==> config.mk <==
export PLATFORM = sky130hd
export DESIGN_NAME = decode_stage_pipe_flat
export DESIGN_NICKNAME = d
export VERILOG_FILES = /design/src/rtl/decode_stage_pipe_if.sv /design/src/rtl/decode_stage_pipe.sv /design/src/flat_wrapper.sv
export SDC_FILE = /design/constraint.sdc
export NUM_CORES = 2
export LEC_CHECK = 0
export ABC_CLOCK_PERIOD_IN_PS = 4600
export CORE_MARGIN = 10
export CORE_UTILIZATION = 60
export CTS_CLUSTER_DIAMETER = 150
export DETAILED_ROUTE_END_ITERATION = 7
export GPL_TIMING_DRIVEN = 0
export PLACE_DENSITY = 0.83
export SYNTH_ARGS = -nofsm -noshare
export SYNTH_HDL_FRONTEND = slang
export SYNTH_SLANG_ARGS = --single-unit
==> constraint.sdc <==
create_clock -name clk -period 4.6 [get_ports clk]
set_input_delay 0.92 -clock clk [delete_from_list [all_inputs] [get_ports clk]]
set_output_delay 0.92 -clock clk [all_outputs]
set_load 0.02 [all_outputs]
==> src/rtl/decode_stage_pipe_if.sv <==
// decode_stage_pipe_if: handshake and data bundle around the pipelined decode stage.
//   flush                       kill the instruction held in the ID/EX register
//   in_valid/in_ready/in_instr  fetch -> decode handshake
//   wb_en/wb_rd/wb_data         register-file write-back port
//   out_valid/out_ready         decode -> execute handshake
//   out_*                       registered decode results
// Modports: slave = decode stage, master = surrounding pipeline / bench.
interface decode_stage_pipe_if #(
  parameter int unsigned DATA_WIDTH  = 32,
  parameter int unsigned INSTRUCTION = 32,
  parameter int unsigned ALU_CONTROL = 4
);
  logic                   flush;
  logic                   in_valid;
  logic                   in_ready;
  logic [INSTRUCTION-1:0] in_instr;
  logic                   wb_en;
  logic [4:0]             wb_rd;
  logic [DATA_WIDTH-1:0]  wb_data;
  logic                   out_valid;
  logic                   out_ready;
  logic [ALU_CONTROL-1:0] out_alu_control;
  logic [DATA_WIDTH-1:0]  out_opa;
  logic [DATA_WIDTH-1:0]  out_opb;
  logic [DATA_WIDTH-1:0]  out_store_data;
  logic [4:0]             out_rd;
  logic                   out_reg_write;
  logic                   out_load;
  logic                   out_store;
  logic                   out_mem_en;
  logic [1:0]             out_mem_to_reg;
  logic                   out_illegal;

  modport slave (
    input  flush, in_valid, in_instr, wb_en, wb_rd, wb_data, out_ready,
    output in_ready, out_valid, out_alu_control, out_opa, out_opb, out_store_data, out_rd,
           out_reg_write, out_load, out_store, out_mem_en, out_mem_to_reg, out_illegal
  );

  modport master (
    output flush, in_valid, in_instr, wb_en, wb_rd, wb_data, out_ready,
    input  in_ready, out_valid, out_alu_control, out_opa, out_opb, out_store_data, out_rd,
           out_reg_write, out_load, out_store, out_mem_en, out_mem_to_reg, out_illegal
  );
endinterface

==> src/rtl/decode_stage_pipe.sv <==
// decode_stage_pipe: pipelined RV32I decode stage (R/I/L/S/LUI) with an internal register
// file, registered ID/EX outputs, load-use stall, flush and illegal-opcode flagging.
//   clk  rising-edge clock
//   rst  asynchronous active-low reset
//   bus  decode_stage_pipe_if.slave (fetch handshake, write-back port, ID/EX outputs)
// Optional macro DECODE_WB_BYPASS_EN: same-cycle write-back is forwarded to the register
// read (write-first). Without it the read returns the old register value.
module decode_stage_pipe #(
  parameter int unsigned DATA_WIDTH  = 32,
  parameter int unsigned INSTRUCTION = 32,
  parameter int unsigned ALU_CONTROL = 4,
  parameter int unsigned NUM_REGS    = 32
) (
  input logic                 clk,
  input logic                 rst,
  decode_stage_pipe_if.slave  bus
);
  localparam int unsigned IDX_W   = $clog2(NUM_REGS);
  localparam bit          FULL_RF = (NUM_REGS == 32);

  localparam logic [3:0] ALU_ADD = 4'b0000, ALU_SUB = 4'b0001, ALU_SLL = 4'b0010,
                         ALU_SLT = 4'b0011, ALU_SLTU = 4'b0100, ALU_XOR = 4'b0101,
                         ALU_SRL = 4'b0110, ALU_SRA = 4'b0111, ALU_OR = 4'b1000,
                         ALU_AND = 4'b1001;

  localparam logic [6:0] OP_R = 7'b0110011, OP_I = 7'b0010011, OP_L = 7'b0000011,
                         OP_S = 7'b0100011, OP_LUI = 7'b0110111;

  // Register file
  logic [DATA_WIDTH-1:0] regs [NUM_REGS];
  logic [4:0]            rs1, rs2;
  logic                  rs1_ok, rs2_ok, wb_ok;
  logic [DATA_WIDTH-1:0] rs1_val, rs2_val;

  assign rs1    = bus.in_instr[19:15];
  assign rs2    = bus.in_instr[24:20];
  // Index 0 and indices beyond the implemented registers read as zero and are never written.
  assign rs1_ok = (rs1 != 5'd0) && (FULL_RF || ({1'b0, rs1} < 6'(NUM_REGS)));
  assign rs2_ok = (rs2 != 5'd0) && (FULL_RF || ({1'b0, rs2} < 6'(NUM_REGS)));
  assign wb_ok  = bus.wb_en && (bus.wb_rd != 5'd0) &&
                  (FULL_RF || ({1'b0, bus.wb_rd} < 6'(NUM_REGS)));

  always_ff @(posedge clk or negedge rst) begin
    if (!rst) begin
      for (int i = 0; i < int'(NUM_REGS); i++) regs[i] <= '0;
    end else if (wb_ok) begin
      regs[bus.wb_rd[IDX_W-1:0]] <= bus.wb_data;
    end
  end

  always_comb begin
    rs1_val = rs1_ok ? regs[rs1[IDX_W-1:0]] : '0;
    rs2_val = rs2_ok ? regs[rs2[IDX_W-1:0]] : '0;
`ifdef DECODE_WB_BYPASS_EN
    if (wb_ok && rs1_ok && (bus.wb_rd == rs1)) rs1_val = bus.wb_data;
    if (wb_ok && rs2_ok && (bus.wb_rd == rs2)) rs2_val = bus.wb_data;
`endif
  end

  // Immediates: size-cast of a signed value sign-extends to DATA_WIDTH.
  logic signed [11:0]    imm_i12, imm_s12;
  logic signed [31:0]    imm_u32;
  logic [DATA_WIDTH-1:0] imm_i, imm_s, imm_u;

  assign imm_i12 = bus.in_instr[31:20];
  assign imm_s12 = {bus.in_instr[31:25], bus.in_instr[11:7]};
  assign imm_u32 = {bus.in_instr[31:12], 12'b0};
  assign imm_i   = DATA_WIDTH'(imm_i12);
  assign imm_s   = DATA_WIDTH'(imm_s12);
  assign imm_u   = DATA_WIDTH'(imm_u32);

  // Decode
  logic [6:0]            opcode;
  logic [2:0]            fun3;
  logic                  bit30;
  logic [3:0]            dec_alu;
  logic [DATA_WIDTH-1:0] dec_opa, dec_opb;
  logic                  dec_rw, dec_load, dec_store, dec_mem_en, dec_illegal;
  logic [1:0]            dec_m2r;
  logic                  rs1_used, rs2_used;

  assign opcode = bus.in_instr[6:0];
  assign fun3   = bus.in_instr[14:12];
  assign bit30  = bus.in_instr[30];

  always_comb begin
    dec_alu     = ALU_ADD;
    dec_opa     = rs1_val;
    dec_opb     = '0;
    dec_rw      = 1'b0;
    dec_load    = 1'b0;
    dec_store   = 1'b0;
    dec_mem_en  = 1'b0;
    dec_m2r     = 2'b00;
    dec_illegal = 1'b0;
    rs1_used    = 1'b0;
    rs2_used    = 1'b0;
    case (opcode)
      OP_R, OP_I: begin
        unique case (fun3)
          // Only R-type distinguishes SUB; ADDI has no subtract form.
          3'b000: dec_alu = (opcode == OP_R && bit30) ? ALU_SUB : ALU_ADD;
          3'b001: dec_alu = ALU_SLL;
          3'b010: dec_alu = ALU_SLT;
          3'b011: dec_alu = ALU_SLTU;
          3'b100: dec_alu = ALU_XOR;
          3'b101: dec_alu = bit30 ? ALU_SRA : ALU_SRL;
          3'b110: dec_alu = ALU_OR;
          3'b111: dec_alu = ALU_AND;
        endcase
        dec_opb  = (opcode == OP_R) ? rs2_val : imm_i;
        dec_rw   = 1'b1;
        rs1_used = 1'b1;
        rs2_used = (opcode == OP_R);
      end
      OP_L: begin
        dec_opb    = imm_i;
        dec_load   = 1'b1;
        dec_mem_en = 1'b1;
        dec_m2r    = 2'b01;
        dec_rw     = 1'b1;
        rs1_used   = 1'b1;
      end
      OP_S: begin
        dec_opb    = imm_s;
        dec_store  = 1'b1;
        dec_mem_en = 1'b1;
        rs1_used   = 1'b1;
        rs2_used   = 1'b1;
      end
      OP_LUI: begin
        dec_opa = '0;
        dec_opb = imm_u;
        dec_rw  = 1'b1;
      end
      default: dec_illegal = 1'b1;
    endcase
  end

  // ID/EX register
  logic                  valid_q, rw_q, load_q, store_q, mem_en_q, illegal_q;
  logic [3:0]            alu_q;
  logic [DATA_WIDTH-1:0] opa_q, opb_q, sdata_q;
  logic [4:0]            rd_q;
  logic [1:0]            m2r_q;
  logic                  stall, accept;

  // Load-use: the load in ID/EX has not produced its data yet, so hold the consumer one cycle.
  assign stall  = valid_q && load_q && (rd_q != 5'd0) &&
                  (((rd_q == rs1) && rs1_used) || ((rd_q == rs2) && rs2_used));
  assign bus.in_ready = (!valid_q || bus.out_ready) && !stall && !bus.flush;
  assign accept = bus.in_valid && bus.in_ready;

  always_ff @(posedge clk or negedge rst) begin
    if (!rst) begin
      valid_q   <= 1'b0;
      alu_q     <= '0;
      opa_q     <= '0;
      opb_q     <= '0;
      sdata_q   <= '0;
      rd_q      <= '0;
      rw_q      <= 1'b0;
      load_q    <= 1'b0;
      store_q   <= 1'b0;
      mem_en_q  <= 1'b0;
      m2r_q     <= '0;
      illegal_q <= 1'b0;
    end else if (bus.flush) begin
      valid_q <= 1'b0;
    end else if (accept) begin
      valid_q   <= 1'b1;
      alu_q     <= dec_alu;
      opa_q     <= dec_opa;
      opb_q     <= dec_opb;
      sdata_q   <= rs2_val;
      rd_q      <= bus.in_instr[11:7];
      rw_q      <= dec_rw;
      load_q    <= dec_load;
      store_q   <= dec_store;
      mem_en_q  <= dec_mem_en;
      m2r_q     <= dec_m2r;
      illegal_q <= dec_illegal;
    end else if (bus.out_ready) begin
      valid_q <= 1'b0;
    end
  end

  assign bus.out_valid       = valid_q;
  assign bus.out_alu_control = ALU_CONTROL'(alu_q);
  assign bus.out_opa         = opa_q;
  assign bus.out_opb         = opb_q;
  assign bus.out_store_data  = sdata_q;
  assign bus.out_rd          = rd_q;
  assign bus.out_reg_write   = rw_q;
  assign bus.out_load        = load_q;
  assign bus.out_store       = store_q;
  assign bus.out_mem_en      = mem_en_q;
  assign bus.out_mem_to_reg  = m2r_q;
  assign bus.out_illegal     = illegal_q;
endmodule

==> src/flat_wrapper.sv <==
// flat-port wrapper written by rule: the top's interface ports become plain ports
module decode_stage_pipe_flat 
#(
  parameter int unsigned DATA_WIDTH  = 32,
  parameter int unsigned INSTRUCTION = 32,
  parameter int unsigned ALU_CONTROL = 4,
  parameter int unsigned NUM_REGS    = 32
)
  (clk, rst, bus_flush, bus_in_valid, bus_in_instr, bus_wb_en, bus_wb_rd, bus_wb_data, bus_out_ready, bus_in_ready, bus_out_valid, bus_out_alu_control, bus_out_opa, bus_out_opb, bus_out_store_data, bus_out_rd, bus_out_reg_write, bus_out_load, bus_out_store, bus_out_mem_en, bus_out_mem_to_reg, bus_out_illegal);
  decode_stage_pipe_if #(.DATA_WIDTH(DATA_WIDTH), .INSTRUCTION(INSTRUCTION), .ALU_CONTROL(ALU_CONTROL)) bus_i ();
  input logic clk;
  input logic rst;
  input wire logic [$bits(bus_i.flush)-1:0] bus_flush;
  input wire logic [$bits(bus_i.in_valid)-1:0] bus_in_valid;
  input wire logic [$bits(bus_i.in_instr)-1:0] bus_in_instr;
  input wire logic [$bits(bus_i.wb_en)-1:0] bus_wb_en;
  input wire logic [$bits(bus_i.wb_rd)-1:0] bus_wb_rd;
  input wire logic [$bits(bus_i.wb_data)-1:0] bus_wb_data;
  input wire logic [$bits(bus_i.out_ready)-1:0] bus_out_ready;
  output wire logic [$bits(bus_i.in_ready)-1:0] bus_in_ready;
  output wire logic [$bits(bus_i.out_valid)-1:0] bus_out_valid;
  output wire logic [$bits(bus_i.out_alu_control)-1:0] bus_out_alu_control;
  output wire logic [$bits(bus_i.out_opa)-1:0] bus_out_opa;
  output wire logic [$bits(bus_i.out_opb)-1:0] bus_out_opb;
  output wire logic [$bits(bus_i.out_store_data)-1:0] bus_out_store_data;
  output wire logic [$bits(bus_i.out_rd)-1:0] bus_out_rd;
  output wire logic [$bits(bus_i.out_reg_write)-1:0] bus_out_reg_write;
  output wire logic [$bits(bus_i.out_load)-1:0] bus_out_load;
  output wire logic [$bits(bus_i.out_store)-1:0] bus_out_store;
  output wire logic [$bits(bus_i.out_mem_en)-1:0] bus_out_mem_en;
  output wire logic [$bits(bus_i.out_mem_to_reg)-1:0] bus_out_mem_to_reg;
  output wire logic [$bits(bus_i.out_illegal)-1:0] bus_out_illegal;
  assign bus_i.flush = bus_flush;
  assign bus_i.in_valid = bus_in_valid;
  assign bus_i.in_instr = bus_in_instr;
  assign bus_i.wb_en = bus_wb_en;
  assign bus_i.wb_rd = bus_wb_rd;
  assign bus_i.wb_data = bus_wb_data;
  assign bus_i.out_ready = bus_out_ready;
  assign bus_in_ready = bus_i.in_ready;
  assign bus_out_valid = bus_i.out_valid;
  assign bus_out_alu_control = bus_i.out_alu_control;
  assign bus_out_opa = bus_i.out_opa;
  assign bus_out_opb = bus_i.out_opb;
  assign bus_out_store_data = bus_i.out_store_data;
  assign bus_out_rd = bus_i.out_rd;
  assign bus_out_reg_write = bus_i.out_reg_write;
  assign bus_out_load = bus_i.out_load;
  assign bus_out_store = bus_i.out_store;
  assign bus_out_mem_en = bus_i.out_mem_en;
  assign bus_out_mem_to_reg = bus_i.out_mem_to_reg;
  assign bus_out_illegal = bus_i.out_illegal;
  decode_stage_pipe #(.DATA_WIDTH(DATA_WIDTH), .INSTRUCTION(INSTRUCTION), .ALU_CONTROL(ALU_CONTROL), .NUM_REGS(NUM_REGS)) u_core (.clk(clk), .rst(rst), .bus(bus_i));
endmodule
Word level (Yosys, flattened, before mapping). Index checks and enable logic that the tools add are counted.

$lt $le $gt $ge: 4. Eq/ne operators: 14. Multiplexer cells: 29. Bitwise operators: 4. Reduce and logical (&&, ||, !) cells: 28.

Operator list (number): bitwise mux 1024 bit (1); binary-select mux 32 bit (select 5 bit) (2); two-way mux 32 bit (9); demux 32 bit (select 5 bit) (1); one-hot mux 32 bit (4 select lines) (1); one-hot mux 4 bit (8 select lines) (1); == test 7 x 6 -> 1 bit (second input constant) (3); nonzero test 5 bit (4); greater-or-equal comparator 6 bit (second input constant) (3); NOT 5 -> 6 bit (3); == test 3 bit (second input constant) (4); two-way mux 1 bit (12); logical AND 1 bit (11); == test 5 bit (2); OR reduction 4 bit (2); == test 7 x 2 -> 1 bit (second input constant) (1); == test 7 x 5 -> 1 bit (second input constant) (1); == test 3 x 2 -> 1 bit (second input constant) (2); < comparator 6 x 1 -> 1 bit (second input constant) (1); OR reduction 5 bit (1); two-way mux 4 bit (1); OR reduction 2 bit (2); == test 3 x 1 -> 1 bit (second input constant) (1); logical NOT 1 bit (3); other kinds (6) (7).

Flip-flop bits (word level): 1137. Output and inout port bits: 114. Word-level logic and storage cells: 123.

Depth between registers and ports, before layout.
Word-level depth: 12. Mapped depth: 10. Mapped depth without buffers: 6.

Worst setup path after synthesis. No wires, ideal clock.

Kind: input port to output port. Start point: input port bus_in_instr[23]. End point: output port bus_in_ready. Arrival time: 2.125 ns. Required time: 3.680 ns. Path slack: 1.555 ns. Stages on the path: 6. Buffers on the path: 1. Cells stage by stage: buf_2 xor2_1 nor4_1 a32oi_1 nor2_1 nor3b_1.

Cells in the longest elaborated chain, start to end: 7.

Ends and longest elaborated chain: start, declared (RTL line flat_wrapper.sv:15) `input wire logic [$bits(bus_i.in_instr)-1:0] bus_in_instr;`; == test 5 bit (RTL line decode_stage_pipe.sv:150) `(((rd_q == rs1) && rs1_used) || ((rd_q == rs2) && rs2_used));`; logical AND 1 bit (RTL line decode_stage_pipe.sv:150); logical OR 1 bit (RTL line decode_stage_pipe.sv:150); logical AND 1 bit (RTL line decode_stage_pipe.sv:149) `assign stall = valid_q && load_q && (rd_q != 5'd0) &&`; logical NOT 1 bit (RTL line decode_stage_pipe.sv:151) `assign bus.in_ready = (!valid_q || bus.out_ready) && !stall && !bus.flush;`; logical AND 1 bit (2 in a row) (RTL line decode_stage_pipe.sv:151); end, declared (RTL line flat_wrapper.sv:20) `output wire logic [$bits(bus_i.in_ready)-1:0] bus_in_ready;`.

Every way passes these cells.

Worst setup path in the final report.
Start point: input port bus_in_instr[22]. End point: register u_core.opb_q[10], in the netlist u_core.bus.out_opb[10].

Cells in the longest elaborated chain, start to end: 9. Elaborated cells on any way between the ends: 17. Classes of those cells: eq/ne: 1; mux: 6; bitwise: 1; reduce/logical: 9.

Ends and longest elaborated chain: branches (longest 9 deep; another with binary-select mux 32 bit (select 5 bit)); end signal, assigned (RTL line decode_stage_pipe.sv:174) `opb_q <= dec_opb;`; end, declared (RTL line decode_stage_pipe.sv:143) `logic [DATA_WIDTH-1:0] opa_q, opb_q, sdata_q;`.

Parallel ways; which one is timed is not known. The select of a mux whose other input is x is not followed. A chain may end at the register's enable or synchronous reset.

==> results.py <==
metrics = {
    "worst_setup_path": {
        "crit_type": "in2reg",
        "cp.required_ps": 5290,
        "end_kind": "flip-flop",
        "r2r_slack_ps": 1020,
        "reg2reg_from": "u_core.bus.out_rd[3]$_DFFE_PN0P_",
        "cp.arrival_ps": 5380,
        "cp-start-kind": "primary input",
        "crit_fanout": 10,
        "r2r_end": "u_core.bus.out_opa[1]$_DFFE_PN0P_",
        "reg2regPathDepth": 7,
    },
    "timing": {
        "timing.final.max_slew_violations": 141,
        "whs_ps": 208,
        "worstMarginPinSlew_ps": 1710,
        "fmax_ghz": 0.213,
        "max-slew-margin-rel_pct": -14.2,
        "worst_slack_ps": -84.1,
        "finClkSkew_ps": 33.2,
        "period_share_pct": 102,
        "finalSetupViolCount": 1,
        "rsz0062_at_grt": "no",
        "setup-tns-final_ps": -84.1,
        "final-hold-violation-count": 0,
        "period_minus_slack_ps": 4680,
    },
    "outcome": {
        "status": "finished, violations left",
        "violations": "DRC, capacitance limit, slew limit, setup timing",
    },
    "layout": {
        "final_nets": 4352,
        "drive_gt1_share_pct": 43.7,
        "utilization_pct": 68.5,
        "final_common_cell": "dfrtp_1",
        "final_cell_mix": "1135 x dfrtp_1, 1072 x mux2_2, 506 x mux4_2",
        "area_growth_pct": 12.8,
    },
    "synth": {
        "ys.warnings.count": 0,
        "synth_ff_type": "dfrtp_1",
        "seq_area_frac_synth_pct": 48.3,
        "netlist_area_um2": 58900,
        "synth_cell_types": 49,
        "synth_nets": 4051,
        "synthCells": 3976,
        "ys_seq_elements": 1135,
        "synth_edf_count": 0,
        "syn_area_per_cell_um2": 14.8,
        "async_flop_share_pct": 100,
    },
    "placed_design": {
        "gp_congestion": 0.997,
        "pre_cts_ws_ps": -629,
        "post-dp-hpwl_um": 144000,
        "place.port_buffers": 177,
    },
    "die": {
        "start_util_pct": 60.7,
        "coreArea_um2": 97000,
        "die_area_um2": 111000,
        "pin_count": 189,
        "rows": 114,
        "die_w_um": 333,
        "die_h_um": 333,
    },
    "pwr": {
        "ir_drop_mv": 0.374,
        "p_total_w": 0.0297,
        "leakage_nw": 28.5,
        "powerDensity_nw_per_um2": 448,
    },
    "global_routing": {
        "grtUsageTotal_pct": 38.8,
        "grt_pass1_wl_um": 308000,
        "grt_pass1_vias": 43300,
        "grt-ovfl-total": 0,
        "antenna_found_initial": 9,
        "grt_max_degree": 184,
    },
    "clock_tree": {
        "cts_tree": "done",
        "cts_root_buf": "clkbuf_16",
        "hold_buffers": 0,
        "post_cts_resized": 0,
        "clock_path_buffers": 3,
        "cts_buffers": 115,
        "ctsHtreeMaxLevel": 3,
        "cts.reportedPaths.clkPinSlew_ps": 60,
        "postCtsSetupBuffers": 0,
        "cts.sinks": 1135,
        "insertion_delay_ps": 760,
    },
    "detailed_routing": {
        "wire_per_inst_um": 38.7,
        "vias": 43400,
        "wl_met2_um": 92200,
        "drt-met1-wl_um": 72200,
        "drtIter0Drc": 6822,
        "drc": 104,
        "ant_nets": 0,
        "wl_um": 219000,
        "via_per_inst": 7.68,
        "highest_layer": "met5",
        "drt_first_pass_iters": 8,
        "met3WireLength_um": 35400,
    },
    "flow_run": {
        "maxCapViolCount": 14,
    },
    "min_path": {
        "hold_class": "in2async",
    },
}
## how the worst max path moves through the flow
stage | startpoint | to | slack, ps | cells after the start
floorplan | bus_in_instr[23] | bus_in_ready | 1560 | 6
global placement | rst | u_core.regs[199]$_DFFE_PN0P_ | -48320 | 1
detailed placement | bus_in_instr[22] | u_core.bus.out_opb[12]$_DFFE_PN0P_ | -630 | 8
CTS | bus_in_instr[22] | u_core.bus.out_opb[12]$_DFFE_PN0P_ | 90 | 8
global route | bus_in_instr[22] | u_core.bus.out_store_data[12]$_DFFE_PN0P_ | 160 | 8
finish | bus_in_instr[22] | u_core.bus.out_opb[10]$_DFFE_PN0P_ | -80 | 9
## registers in the layout (all words and copies together) (netlist names)
| register | cells |
|---|---|
| u_core.regs | 1024 |
| u_core.bus.out_opa | 32 |
| u_core.bus.out_opb | 32 |
| u_core.bus.out_store_data | 32 |
| u_core.bus.out_rd | 5 |
| u_core.bus.out_alu_control | 4 |
| u_core.bus.out_illegal | 1 |
| u_core.bus.out_load | 1 |
| u_core.bus.out_mem_en | 1 |
| u_core.bus.out_reg_write | 1 |
| u_core.bus.out_store | 1 |
| u_core.bus.out_valid | 1 |
## critical path: stages
cell             delay, ps
clkdlybuf4s50_1        860
buf_2                  380
buf_2                  480
buf_1                 1290
o22ai_1                250
o21ai_0                310
nand2_1                340
o21ai_0                350
a22o_1                 170
## kinds of logic after synthesis
| logic type | Yosys count | synth area share, % |
|---|---|---|
| muxes | 1702 | 42.0 |
| xor gates and xnor gates | 10 | 0.149 |
| and+or+nand+nor | 345 | 2.66 |
| buffers and inverters | 443 | 3.22 |
| DFF | 1135 | 48.3 |
| other | 1 | 0.00637 |
| AOI/OAI and AO/OA | 340 | 3.73 |
## per-stage QoR
stage                     cell area, um^2  instances
final                               66400       5648
after global placement              62200       5429
after floorplan                     58900       3976
after global routing                66400       5646
after CTS                           66400       5642
after detailed placement            62400       5435
## power breakdown
part	internal (W)	switching, W	total (W)
clock network	0.00578	0.00419	0.00996
logic	0.00358	0.00294	0.00652
registers	0.0118	0.00141	0.0132
## layout make-up
class                   count  area, um^2
plain buffers             440        1890
clock inverters            39         514
flip-flops and latches   1135       28400
multi-input cells        2398       28600
clock buffers             168        3440
inverters                   3        11.3
well taps                1276        1600
diodes                      5        12.5
repair buffers            184        1970
fillers                  6431       30600
## synthesized netlist by cell type, types with 3 or more instances
cell	number	area (um^2)
buf_1	69	259
nand2b_1	5	31.3
nor2_1	55	206
a221o_1	26	260
dfrtp_1	1135	28400
o21ai_1	5	25.0
nand2_1	176	661
a221oi_1	7	61.3
mux4_2	506	11400
clkbuf_1	252	946
a22o_1	6	52.6
and2_1	4	25.0
nand3b_1	5	37.5
nand4_1	19	119
a22oi_1	33	248
buf_4	10	75.1
nor3_1	24	120
or2_2	4	25.0
inv_1	3	11.3
buf_2	100	500
o22ai_1	53	332
xor2_1	9	78.8
o221ai_1	14	123
nor3b_1	6	45.0
a32oi_1	6	52.6
o31ai_1	9	67.6
a21oi_1	62	310
o211ai_1	19	143
mux2_2	1072	12100
o21ai_0	95	475
nand3_1	12	60.1
buf_6	9	101
nor2b_1	25	156
mux2i_1	124	1240
## layer usage
metal	global-route usage, %	vias to the layer above
met2	54.6	4015
met3	20.1	1142
met4	26.2	18
met1	45.7	22400
li1	-	15800
met5	3.95	-
No activity file was read; power rests on OpenSTA's default activity.
